==> config.mk <==
export PLATFORM = sky130hd
export DESIGN_NAME = mem_access
export DESIGN_NICKNAME = d
export VERILOG_FILES = /design/src/rtl/mem_access_pkg.sv /design/src/rtl/mem_access.sv
export SDC_FILE = /design/constraint.sdc
export NUM_CORES = 1
export LEC_CHECK = 0
export BUFFER_PORTS_ARGS = -buffer_cell sky130_fd_sc_hd__buf_2
export CAP_MARGIN = 20
export CORE_AREA = 10 10 164 166
export CTS_CLUSTER_DIAMETER = 50
export DETAILED_ROUTE_END_ITERATION = 10
export DIE_AREA = 0 0 174 176
export PLACE_DENSITY = 0.57
export SLEW_MARGIN = 20
export SYNTH_ARGS = -nofsm -noshare
export SYNTH_HDL_FRONTEND = slang
export SYNTH_SLANG_ARGS = --single-unit
==> constraint.sdc <==
create_clock -name clk -period 1.64 [get_ports clk]
set_clock_uncertainty 0.05 [all_clocks]
set_input_delay 0.164 -clock clk [delete_from_list [all_inputs] [get_ports clk]]
set_output_delay 0.164 -clock clk [all_outputs]
set_load 0.05 [all_outputs]
==> src/rtl/mem_access_pkg.sv <==
// Shared definitions for the memory-access stage: packet field positions,
// packet width and the controller state encoding.
package mem_access_pkg;

    localparam int PKT_W    = 42;

    localparam int WE_BIT   = 0;
    localparam int RD_BIT   = 1;
    localparam int RES_LSB  = 2;
    localparam int RES_MSB  = 33;
    localparam int DEST_LSB = 34;
    localparam int DEST_MSB = 36;
    localparam int WR_BIT   = 37;

    typedef enum logic {
        ST_IDLE   = 1'b0,
        ST_ACCESS = 1'b1
    } state_t;

    // A packet needs the memory port if it reads or writes memory.
    function automatic logic is_mem(input logic [PKT_W-1:0] pkt);
        return pkt[RD_BIT] | pkt[WR_BIT];
    endfunction

endpackage

==> src/rtl/mem_access.sv <==
// Memory-access pipeline stage. Non-memory packets pass straight through
// with one cycle of latency; loads and stores hold the stage in ACCESS
// until the memory acknowledges or the wait counter expires.
//
// state     | meaning
// ----------+-----------------------------------------------------------
// ST_IDLE   | ready for a packet; ALU packets forwarded every cycle
// ST_ACCESS | mem_req held, waiting for mem_ack or timeout
module mem_access
    import mem_access_pkg::*;
#(
    parameter int TIMEOUT = 16
) (
    input  logic              clk,
    input  logic              rst_n,
    input  logic              in_valid,
    output logic              in_ready,
    input  logic [PKT_W-1:0]  exec_in,
    input  logic [31:0]       store_data,
    output logic              mem_req,
    output logic              mem_we,
    output logic [31:0]       mem_addr,
    output logic [31:0]       mem_wdata,
    input  logic              mem_ack,
    input  logic [31:0]       mem_rdata,
    output logic              out_valid,
    output logic [PKT_W-1:0]  exec_out,
    output logic [31:0]       data_in,
    output logic              err
);

    // The wait counter is nominally 6 bits; it widens only when TIMEOUT
    // exceeds what 6 bits can count, so large settings still time out.
    localparam int            CNT_W   = (TIMEOUT > 64) ? 8 : 6;
    localparam logic [CNT_W-1:0] CNT_LAST = CNT_W'(TIMEOUT - 1);

    state_t             state_q,     state_d;
    logic [CNT_W-1:0]   cnt_q,       cnt_d;
    logic [PKT_W-1:0]   pkt_q,       pkt_d;
    logic [31:0]        wdata_q,     wdata_d;
    logic               we_q,        we_d;
    logic [PKT_W-1:0]   exec_out_q,  exec_out_d;
    logic [31:0]        data_in_q,   data_in_d;
    logic               out_valid_q, out_valid_d;
    logic               err_q,       err_d;

    // Next-state and datapath update for the access controller.
    always_comb begin
        state_d     = state_q;
        cnt_d       = cnt_q;
        pkt_d       = pkt_q;
        wdata_d     = wdata_q;
        we_d        = we_q;
        exec_out_d  = exec_out_q;
        data_in_d   = data_in_q;
        out_valid_d = 1'b0;
        err_d       = 1'b0;

        case (state_q)
            ST_IDLE: begin
                if (in_valid) begin
                    if (is_mem(exec_in)) begin
                        state_d = ST_ACCESS;
                        cnt_d   = '0;
                        pkt_d   = exec_in;
                        wdata_d = store_data;
                        // A packet flagged both read and write is a load.
                        we_d    = exec_in[WR_BIT] & ~exec_in[RD_BIT];
                    end else begin
                        exec_out_d  = exec_in;
                        out_valid_d = 1'b1;
                    end
                end
            end
            ST_ACCESS: begin
                // An ack on the final wait cycle still counts as success.
                if (mem_ack) begin
                    state_d     = ST_IDLE;
                    exec_out_d  = pkt_q;
                    out_valid_d = 1'b1;
                    if (!we_q) begin
                        data_in_d = mem_rdata;
                    end
                end else if (cnt_q == CNT_LAST) begin
                    state_d            = ST_IDLE;
                    exec_out_d         = pkt_q;
                    exec_out_d[WE_BIT] = 1'b0;
                    out_valid_d        = 1'b1;
                    err_d              = 1'b1;
                end else begin
                    cnt_d = cnt_q + 1'b1;
                end
            end
            default: begin
                state_d = ST_IDLE;
            end
        endcase
    end

    // State and datapath registers.
    always_ff @(posedge clk or negedge rst_n) begin
        if (!rst_n) begin
            state_q     <= ST_IDLE;
            cnt_q       <= '0;
            pkt_q       <= '0;
            wdata_q     <= '0;
            we_q        <= 1'b0;
            exec_out_q  <= '0;
            data_in_q   <= '0;
            out_valid_q <= 1'b0;
            err_q       <= 1'b0;
        end else begin
            state_q     <= state_d;
            cnt_q       <= cnt_d;
            pkt_q       <= pkt_d;
            wdata_q     <= wdata_d;
            we_q        <= we_d;
            exec_out_q  <= exec_out_d;
            data_in_q   <= data_in_d;
            out_valid_q <= out_valid_d;
            err_q       <= err_d;
        end
    end

    assign in_ready  = (state_q == ST_IDLE);
    assign mem_req   = (state_q == ST_ACCESS);
    assign mem_we    = we_q;
    assign mem_addr  = pkt_q[RES_MSB:RES_LSB];
    assign mem_wdata = wdata_q;
    assign out_valid = out_valid_q;
    assign exec_out  = exec_out_q;
    assign data_in   = data_in_q;
    assign err       = err_q;

endmodule

==> flow_metrics.env, run 1 <==
export IMPL_total_power_mw=18.6
export IMPL_first_iter_violations=280
export IMPL_required_ns=1.89
export IMPL_synth_seq_area_share=0.569
export IMPL_critPathMaxFanout=10
export IMPL_place_inst=1149
export IMPL_syn_avg_cell_area_um2=11.5
export IMPL_fmax_ghz=0.570
export IMPL_avgRoutedWirePerCell_um=16.1
export IMPL_synth_seq_cells=158
export IMPL_slew_headroom=0.781
export IMPL_via_per_inst=4.25
export IMPL_core_area_um2=23800
export IMPL_synth_distinct_cells=30
export IMPL_fin_area_um2=10500
export IMPL_port_buffers=252
export IMPL_max_cap_violations=0
export IMPL_grt_pass1_wl_mm=33.4
export IMPL_final_common_cell="buf_2"
export IMPL_boundaryPins=253
export IMPL_fin_crit_ns=1.75
export IMPL_drive_above_1_share=0.459
export IMPL_row_count=57
export IMPL_wl_mm=20.9
export IMPL_cp_arrival_ns=2.01
export IMPL_cts_tree="done"
export IMPL_final_cell_mix="buf_2 (250), nand2_1 (228), dfrtp_1 (157)"
export IMPL_tightest_slew_ns=0.326
export IMPL_timing_rr_start="cnt_q[0]"
export IMPL_cp_startpoint="cnt_q[0]"
export IMPL_die_y_um=176
export IMPL_critPathKind="reg -> reg"
export IMPL_clk_latency_ns=0.41
export IMPL_hpwl_mm=14.3
export IMPL_fin_ws_ns=-0.113
export IMPL_end_kind="flop"
export IMPL_final_max_slew_violation_count=0
export IMPL_final_core_util=0.441
export IMPL_finalHoldViolCount=0
export IMPL_gp_congestion=0.744
export IMPL_post_dp_cell_area_um2=8580
export IMPL_cts_clk_slew_worst_paths_ns=0.06
export IMPL_period_share=1.07
export IMPL_initial_core_util=0.292
export IMPL_hp_class="in -> async"
export IMPL_p_leak_nw=5.39
export IMPL_vias=5520
export IMPL_grt_ovfl_total=0
export IMPL_dieArea_um2=30600
export IMPL_die_x_um=174
export IMPL_fin_cells=1300
export IMPL_syn_area_um2=6940
export IMPL_clock_root_buffer="clkbuf_16"
export IMPL_syn_num_nets=715
export IMPL_area_growth_pct=51.3
export IMPL_drc=0
export IMPL_setup_viol=40
export IMPL_grt_pass1_vias=6020
export IMPL_grt_max_degree=46
export IMPL_drt_pass1_iterations=4
export IMPL_synthCells=604
export IMPL_async_flop_share=1.00
export IMPL_cts_buffer_depth=2
export IMPL_track_usage=0.136
export IMPL_synth_edf_count=0
export IMPL_postRouteAntennaNets=0
export IMPL_synthFlopType="dfrtp_1"
export IMPL_status="finished with violations"
export IMPL_rsz0062_at_grt="yes"
export IMPL_antenna_found_initial=2
export IMPL_synth_warnings=0
export IMPL_numClockSinks=158
export IMPL_cts_buffers_inserted=17
export IMPL_nets=1073
export IMPL_p_per_area_nw_per_um2=1770
export IMPL_critPathLaunchType="flop"
export IMPL_peakVddDrop_mv=0.742
export IMPL_dpl_worst_slack_ns=-0.105
export IMPL_violations="setup timing"
export IMPL_h_tree_depth=4
synth_stat cells (all sizes together) (2+ instances only):
master  count  area, um^2
o21ai       7        35.0
a21oi       3        18.8
nand3      10        50.1
o211ai      3        22.5
dfrtp     158        3950
nor2b       2        12.5
mux2      111        1400
nand4b      3        26.3
buf        52         403
nand2     229         860
clkbuf     10        37.5
or2         3        21.3
inv         2        7.51
and3        2        12.5
nor2        2        23.8
critical path: stages (launching register included):
cell,delay [ns]
dfrtp_1,0.36
ha_2,0.20
nand3_2,0.09
o21a_4,0.23
nor2_8,0.13
buf_4,0.16
buf_16,0.14
mux2_4,0.29
metrics by stage:
step                      TNS, ns  hold WS [ns]
after global placement      -2.48       0.00895
after floorplan             -2.06        -0.182
after CTS                   -3.49         0.132
after detailed placement    -3.15       0.00702
final                       -3.51         0.145
after global routing        -6.08         0.151
kinds of logic (layout without fill, tap and decap cells):
kind of cell / count (synthesis) / after routing / synth area share
fa+ha+maj: 1 / 1 / 0.00180
simple gates: 254 / 254 / 0.148
flops: 158 / 158 / 0.569
mux: 111 / 111 / 0.201
compound gates: 16 / 16 / 0.0155
buf+inv: 64 / 434 / 0.0645
other cells: 0 / 2 / 0
repair_timing:
item	in CTS	in global routing
setup endpoints to repair	41	107
gates cloned	3	0
hold buffers	108	0
endpoints found under the hold margin	266	0
setup buffers	5	2
pin swaps	0	1
resized for setup	8	8
registers in the layout, summed over array words and instances, names as in the netlist:
register,cells
mem_wdata,32
mem_req,1
mem_we,1
out_valid,1
exec_out,42
pkt_q,42
data_in,32
cnt_q,6
err,1
metal layers:
metal  vias to the layer above  track usage  wire length (um)
li1                       2670            -                 -
met4                         0       0.0413               413
met3                        26       0.0510              1490
met2                       169        0.223              9890
met1                      2655        0.163              9070
met5                         -            0                 0
power by group:
group | internal [mW] | leakage [nW] | switching [mW]
Clock | 2.60 | 0.302 | 1.64
Combinational | 2.68 | 3.16 | 5.88
Sequential | 5.13 | 1.92 | 0.705
Total | 10.4 | 5.39 | 8.23
area by class of cell:
| type | count | area (um^2) |
|---|---|---|
| Tap cell | 324 | 405 |
| Inverter | 2 | 10.0 |
| Clock inverter | 12 | 183 |
| Sequential cell | 158 | 3960 |
| Timing Repair Buffer | 401 | 2930 |
| Multi-Input combinational cell | 382 | 2580 |
| Antenna cell | 2 | 5.00 |
| Fill cell | 2276 | 13300 |
| Clock buffer | 19 | 443 |
final timing paths:
| path | cells after the start | slack [ns] | end |
|---|---|---|---|
| worst max-delay path | 7 | -0.11 | exec_out[14] |
| worst min-delay path | 2 | 0.15 | pkt_q[20] |
| worst max register to register | 7 | -0.11 | exec_out[14] |
| worst min register to register | 2 | 0.41 | mem_wdata[5] |
| max in group asynchronous | 3 | 0.85 | pkt_q[29] |
| min in group clk | 4 | 0.15 | exec_out[1] |
No activity file was read; power rests on OpenSTA's default activity.
==> run 2: changes to the inputs <==
--- a/config.mk
+++ b/config.mk
@@ -7,11 +7,13 @@
 export LEC_CHECK = 0
 export BUFFER_PORTS_ARGS = -buffer_cell sky130_fd_sc_hd__buf_2
 export CAP_MARGIN = 20
+export CELL_PAD_IN_SITES_DETAIL_PLACEMENT = 1
+export CELL_PAD_IN_SITES_GLOBAL_PLACEMENT = 1
 export CORE_AREA = 10 10 164 166
 export CTS_CLUSTER_DIAMETER = 50
 export DETAILED_ROUTE_END_ITERATION = 10
 export DIE_AREA = 0 0 174 176
-export PLACE_DENSITY = 0.57
+export PLACE_DENSITY = 0.7
 export SLEW_MARGIN = 20
 export SYNTH_ARGS = -nofsm -noshare
 export SYNTH_HDL_FRONTEND = slang
==> flow_metrics.env, run 2 (synthesis results as in run 1) <==
export IMPL_finalHoldViolCount=0
export IMPL_antenna_found_initial=3
export IMPL_r2r_setup_slack_ns=-0.13
export IMPL_die_x_um=174
export IMPL_final_max_slew_violation_count=0
export IMPL_cts_tree="done"
export IMPL_seq_area_um2=3960
export IMPL_core_area_um2=23800
export IMPL_crit_buf_inv=1
export IMPL_area_growth_pct=48.3
export IMPL_place_inst=1146
export IMPL_h_tree_depth=4
export IMPL_fin_ws_ns=-0.129
export IMPL_num_fill_cells=2701
export IMPL_cts_buffers_inserted=17
export IMPL_fin_cells=1294
export IMPL_critPathLaunchType="flop"
export IMPL_boundaryPins=253
export IMPL_postRouteAntennaNets=0
export IMPL_dieArea_um2=30600
export IMPL_nets=1064
export IMPL_final_common_cell="buf_2"
export IMPL_slew_headroom=0.729
export IMPL_vias=5629
export IMPL_via_per_inst=4.35
export IMPL_track_usage=0.150
export IMPL_p_per_area_nw_per_um2=1770
export IMPL_grt_pass1_vias=6422
export IMPL_port_buffers=252
export IMPL_cp_arrival_ns=2.01
export IMPL_clock_root_buffer="clkbuf_16"
export IMPL_die_y_um=176
export IMPL_critPathKind="reg -> reg"
export IMPL_first_iter_violations=259
export IMPL_clk_latency_ns=0.42
export IMPL_post_dp_cell_area_um2=8540
export IMPL_max_cap_violations=0
export IMPL_critPathMaxFanout=13
export IMPL_dpl_worst_slack_ns=-0.117
export IMPL_worst_path_dominant_cell_family="simple AND/OR/NAND/NOR gates"
export IMPL_tightest_slew_ns=0.406
export IMPL_fmax_ghz=0.565
export IMPL_grt_ovfl_total=0
export IMPL_drive_above_1_share=0.454
export IMPL_grt_pass1_wl_mm=36.8
export IMPL_wl_mm=23.5
export IMPL_final_cell_mix="buf_2 (249), nand2_1 (228), dfrtp_1 (157)"
export IMPL_avgRoutedWirePerCell_um=18.2
export IMPL_fin_crit_ns=1.77
export IMPL_hpwl_mm=15.4
export IMPL_cts_buffer_depth=2
export IMPL_gp_congestion=0.745
export IMPL_setup_viol=40
export IMPL_period_share=1.08
export IMPL_total_power_mw=18.2
export IMPL_required_ns=1.88
export IMPL_initial_core_util=0.292
export IMPL_numClockSinks=158
export IMPL_hp_class="in -> reg"
export IMPL_path_cells="or2_4 -> o21a_4 -> nor2_8 -> buf_12 -> mux2_1"
export IMPL_status="finished with violations"
export IMPL_drt_pass1_iterations=4
export IMPL_drc=0
export IMPL_p_leak_nw=5.26
export IMPL_end_kind="flop"
export IMPL_cp_slowest_cell="dfrtp_1"
export IMPL_violations="setup timing"
export IMPL_max_stage_delay_ns=0.38
export IMPL_fin_area_um2=10300
export IMPL_peakVddDrop_mv=0.657
export IMPL_multi_input_area_um2=2580
export IMPL_grt_max_degree=44
export IMPL_rsz0062_at_grt="yes"
export IMPL_cts_clk_slew_worst_paths_ns=0.07
export IMPL_row_count=57
==> run 2: cell types whose count changed in the layout (fill, tap and decap cells not counted), sizes merged <==
cell	previous run	this run
diode	2	4
clkinvlp	2	5
clkbuf	19	21
bufbuf	1	0
buf	292	282
bufinv	4	0
inv	5	7
==> run 2: layer usage <==
| metal | share of wire | wire, um | up-vias | global-route usage |
|---|---|---|---|---|
| met5 | 0 | 0 | - | 0 |
| met4 | 0.015 | 344 | 0 | 0.0413 |
| met3 | 0.060 | 1420 | 20 | 0.0504 |
| met2 | 0.51 | 11900 | 158 | 0.257 |
| met1 | 0.42 | 9830 | 2799 | 0.177 |
| li1 | - | - | 2652 | - |
==> run 2: worst register-to-register path, cell delays in order, from the launching register on <==
cell     delay [ns]
dfrtp_1        0.38
or2_4          0.26
o21a_4         0.24
nor2_8         0.20
buf_12         0.20
mux2_1         0.33
==> run 2: worst paths after layout <==
check	startpoint	endpoint	cells past startpoint
worst max-delay path	cnt_q[5]	exec_out[41]	5
max in group asynchronous	rst_n	mem_wdata[26]	3
worst max register to register	cnt_q[5]	exec_out[41]	5
worst min-delay path	in_valid	exec_out[37]	4
worst min register to register	mem_wdata[7]	mem_wdata[7]	2
min in group asynchronous	rst_n	exec_out[20]	2
==> run 2: where the power goes <==
part | internal [mW] | switching, mW | total (mW)
Combinational | 2.57 | 5.94 | 8.51
Clock | 2.01 | 1.75 | 3.76
Sequential | 5.13 | 0.774 | 5.90
==> run 2: final cells by class <==
cell class                      count  area share
Sequential cell                   158       0.384
Timing Repair Buffer              392       0.271
Multi-Input combinational cell    382       0.250
Clock buffer                       19      0.0430
Tap cell                          324      0.0394
Clock inverter                     13      0.0103
Antenna cell                        4    0.000972
Inverter                            2    0.000729
==> run 2: metrics by stage <==
stage               utilization  hold slack (ns)  TNS, ns
floorplan                     -           -0.182    -2.06
global placement          0.358           0.0659    -1.58
detailed placement        0.358           0.0644    -3.22
CTS                       0.428            0.121    -3.46
global route              0.432            0.142    -5.83
finish                    0.432            0.123    -3.67
==> run 2: timing repair <==
| item | in CTS | in global routing |
|---|---|---|
| hold buffers | 108 | 0 |
| endpoints found under the setup margin | 42 | 41 |
| pin swaps | 0 | 1 |
| cloned | 0 | 2 |
| resized for setup | 5 | 7 |
| setup buffers | 0 | 2 |
| hold endpoints to repair | 179 | 0 |
==> run 3: changes to the inputs <==
--- a/config.mk
+++ b/config.mk
@@ -18,3 +18,4 @@
 export SYNTH_ARGS = -nofsm -noshare
 export SYNTH_HDL_FRONTEND = slang
 export SYNTH_SLANG_ARGS = --single-unit
+export TNS_END_PERCENT = 1
==> flow_metrics.env, run 3 (synthesis results as in run 1) <==
export IMPL_via_per_inst=4.37
export IMPL_die_x_um=174
export IMPL_first_iter_violations=246
export IMPL_max_cap_violations=0
export IMPL_setup_viol=40
export IMPL_die_y_um=176
export IMPL_whs_ns=0.126
export IMPL_place_inst=1150
export IMPL_hpwl_mm=15.5
export IMPL_status="finished with violations"
export IMPL_cts_tree="done"
export IMPL_violations="setup timing"
export IMPL_critPathLaunchType="flop"
export IMPL_fmax_ghz=0.576
export IMPL_h_tree_depth=4
export IMPL_final_cell_mix="buf_2 (249), nand2_1 (228), dfrtp_1 (157)"
export IMPL_drc=0
export IMPL_p_per_area_nw_per_um2=1780
export IMPL_grt_max_degree=52
export IMPL_nets=1064
export IMPL_numClockSinks=158
export IMPL_grt_pass1_wl_mm=38.0
export IMPL_drt_pass1_iterations=4
export IMPL_period_share=1.06
export IMPL_required_ns=1.90
export IMPL_rsz0062_at_grt="yes"
export IMPL_core_area_um2=23800
export IMPL_cts_clk_slew_worst_paths_ns=0.07
export IMPL_finalHoldViolCount=0
export IMPL_grt_ovfl_total=0
export IMPL_boundaryPins=253
export IMPL_total_power_mw=18.2
export IMPL_postRouteAntennaNets=0
export IMPL_final_common_cell="buf_2"
export IMPL_end_kind="flop"
export IMPL_cts_buffers_inserted=17
export IMPL_area_growth_pct=47.5
export IMPL_gp_congestion=0.733
export IMPL_cts_buffer_depth=2
export IMPL_cp_arrival_ns=2.00
export IMPL_tightest_slew_ns=0.370
export IMPL_fin_cells=1294
export IMPL_track_usage=0.157
export IMPL_port_buffers=252
export IMPL_peakVddDrop_mv=0.655
export IMPL_fin_crit_ns=1.74
export IMPL_clk_latency_ns=0.43
export IMPL_final_max_slew_violation_count=0
export IMPL_post_dp_cell_area_um2=8580
export IMPL_vias=5659
export IMPL_p_leak_nw=5.26
export IMPL_antenna_found_initial=3
export IMPL_dpl_worst_slack_ns=-0.109
export IMPL_post_cts_setup_buffers=0
export IMPL_critPathKind="reg -> reg"
export IMPL_fin_area_um2=10200
export IMPL_critPathMaxFanout=16
export IMPL_grt_pass1_vias=6479
export IMPL_wl_mm=24.1
export IMPL_clock_root_buffer="clkbuf_16"
export IMPL_hp_class="in -> async"
export IMPL_initial_core_util=0.292
export IMPL_drive_above_1_share=0.454
export IMPL_slew_headroom=0.751
export IMPL_row_count=57
export IMPL_dieArea_um2=30600
export IMPL_avgRoutedWirePerCell_um=18.6
export IMPL_fin_ws_ns=-0.0974
-- run 3: final timing paths --
check	start	end	slack, ns	depth (start not counted)
setup / recovery	cnt_q[5]	exec_out[14]	-0.1	5
hold / removal	rst_n	exec_out[14]	0.13	2
setup reg to reg	cnt_q[5]	exec_out[14]	-0.1	5
hold reg to reg	mem_wdata[30]	mem_wdata[30]	0.42	2
max in group asynchronous	rst_n	mem_wdata[1]	0.80	3
min in group clk	in_valid	exec_out[37]	0.16	4
-- run 3: worst max-delay path, cell delays in order (launching register included) --
cell	delay, ns
dfrtp_1	0.38
or2_4	0.26
o21a_4	0.24
nor2_8	0.18
buf_12	0.21
mux2_4	0.32
-- run 3: metrics by stage --
stage,utilization,setup TNS (ns)
floorplan,-,-2.42
global placement,0.360,-2.45
detailed placement,0.360,-3.03
CTS,0.429,-3.37
global route,0.430,-5.96
finish,0.430,-2.50
-- run 3: final cells by class --
class	count	area, um^2
well taps	324	405
flip-flops and latches	158	3960
repair buffers	392	2760
multi-input cells	382	2560
clock inverters	14	110
fillers	2688	13600
inverters	2	10.0
clock buffers	18	439
diodes	4	10.0
-- run 3: report_power, final --
part	internal, mW	switching (mW)	total, mW
sequential	5.13	0.778	5.91
combinational	2.55	5.98	8.53
clock	2.00	1.76	3.76
-- run 3: per-layer routing --
layer / global-route usage / routed length, um / up-vias
met4: 0.0595 / 666 / 0
met2: 0.268 / 12100 / 197
met1: 0.181 / 9830 / 2787
li1: - / - / 2637
met5: 0 / 0 / -
met3: 0.0496 / 1510 / 38
-- run 3: what timing repair did --
item | CTS | global route
setup endpoints to repair | 42 | 94
hold buffers | 108 | 0
pin swaps | 0 | 0
endpoints found under the hold margin | 266 | 0
gates resized for setup | 6 | 3
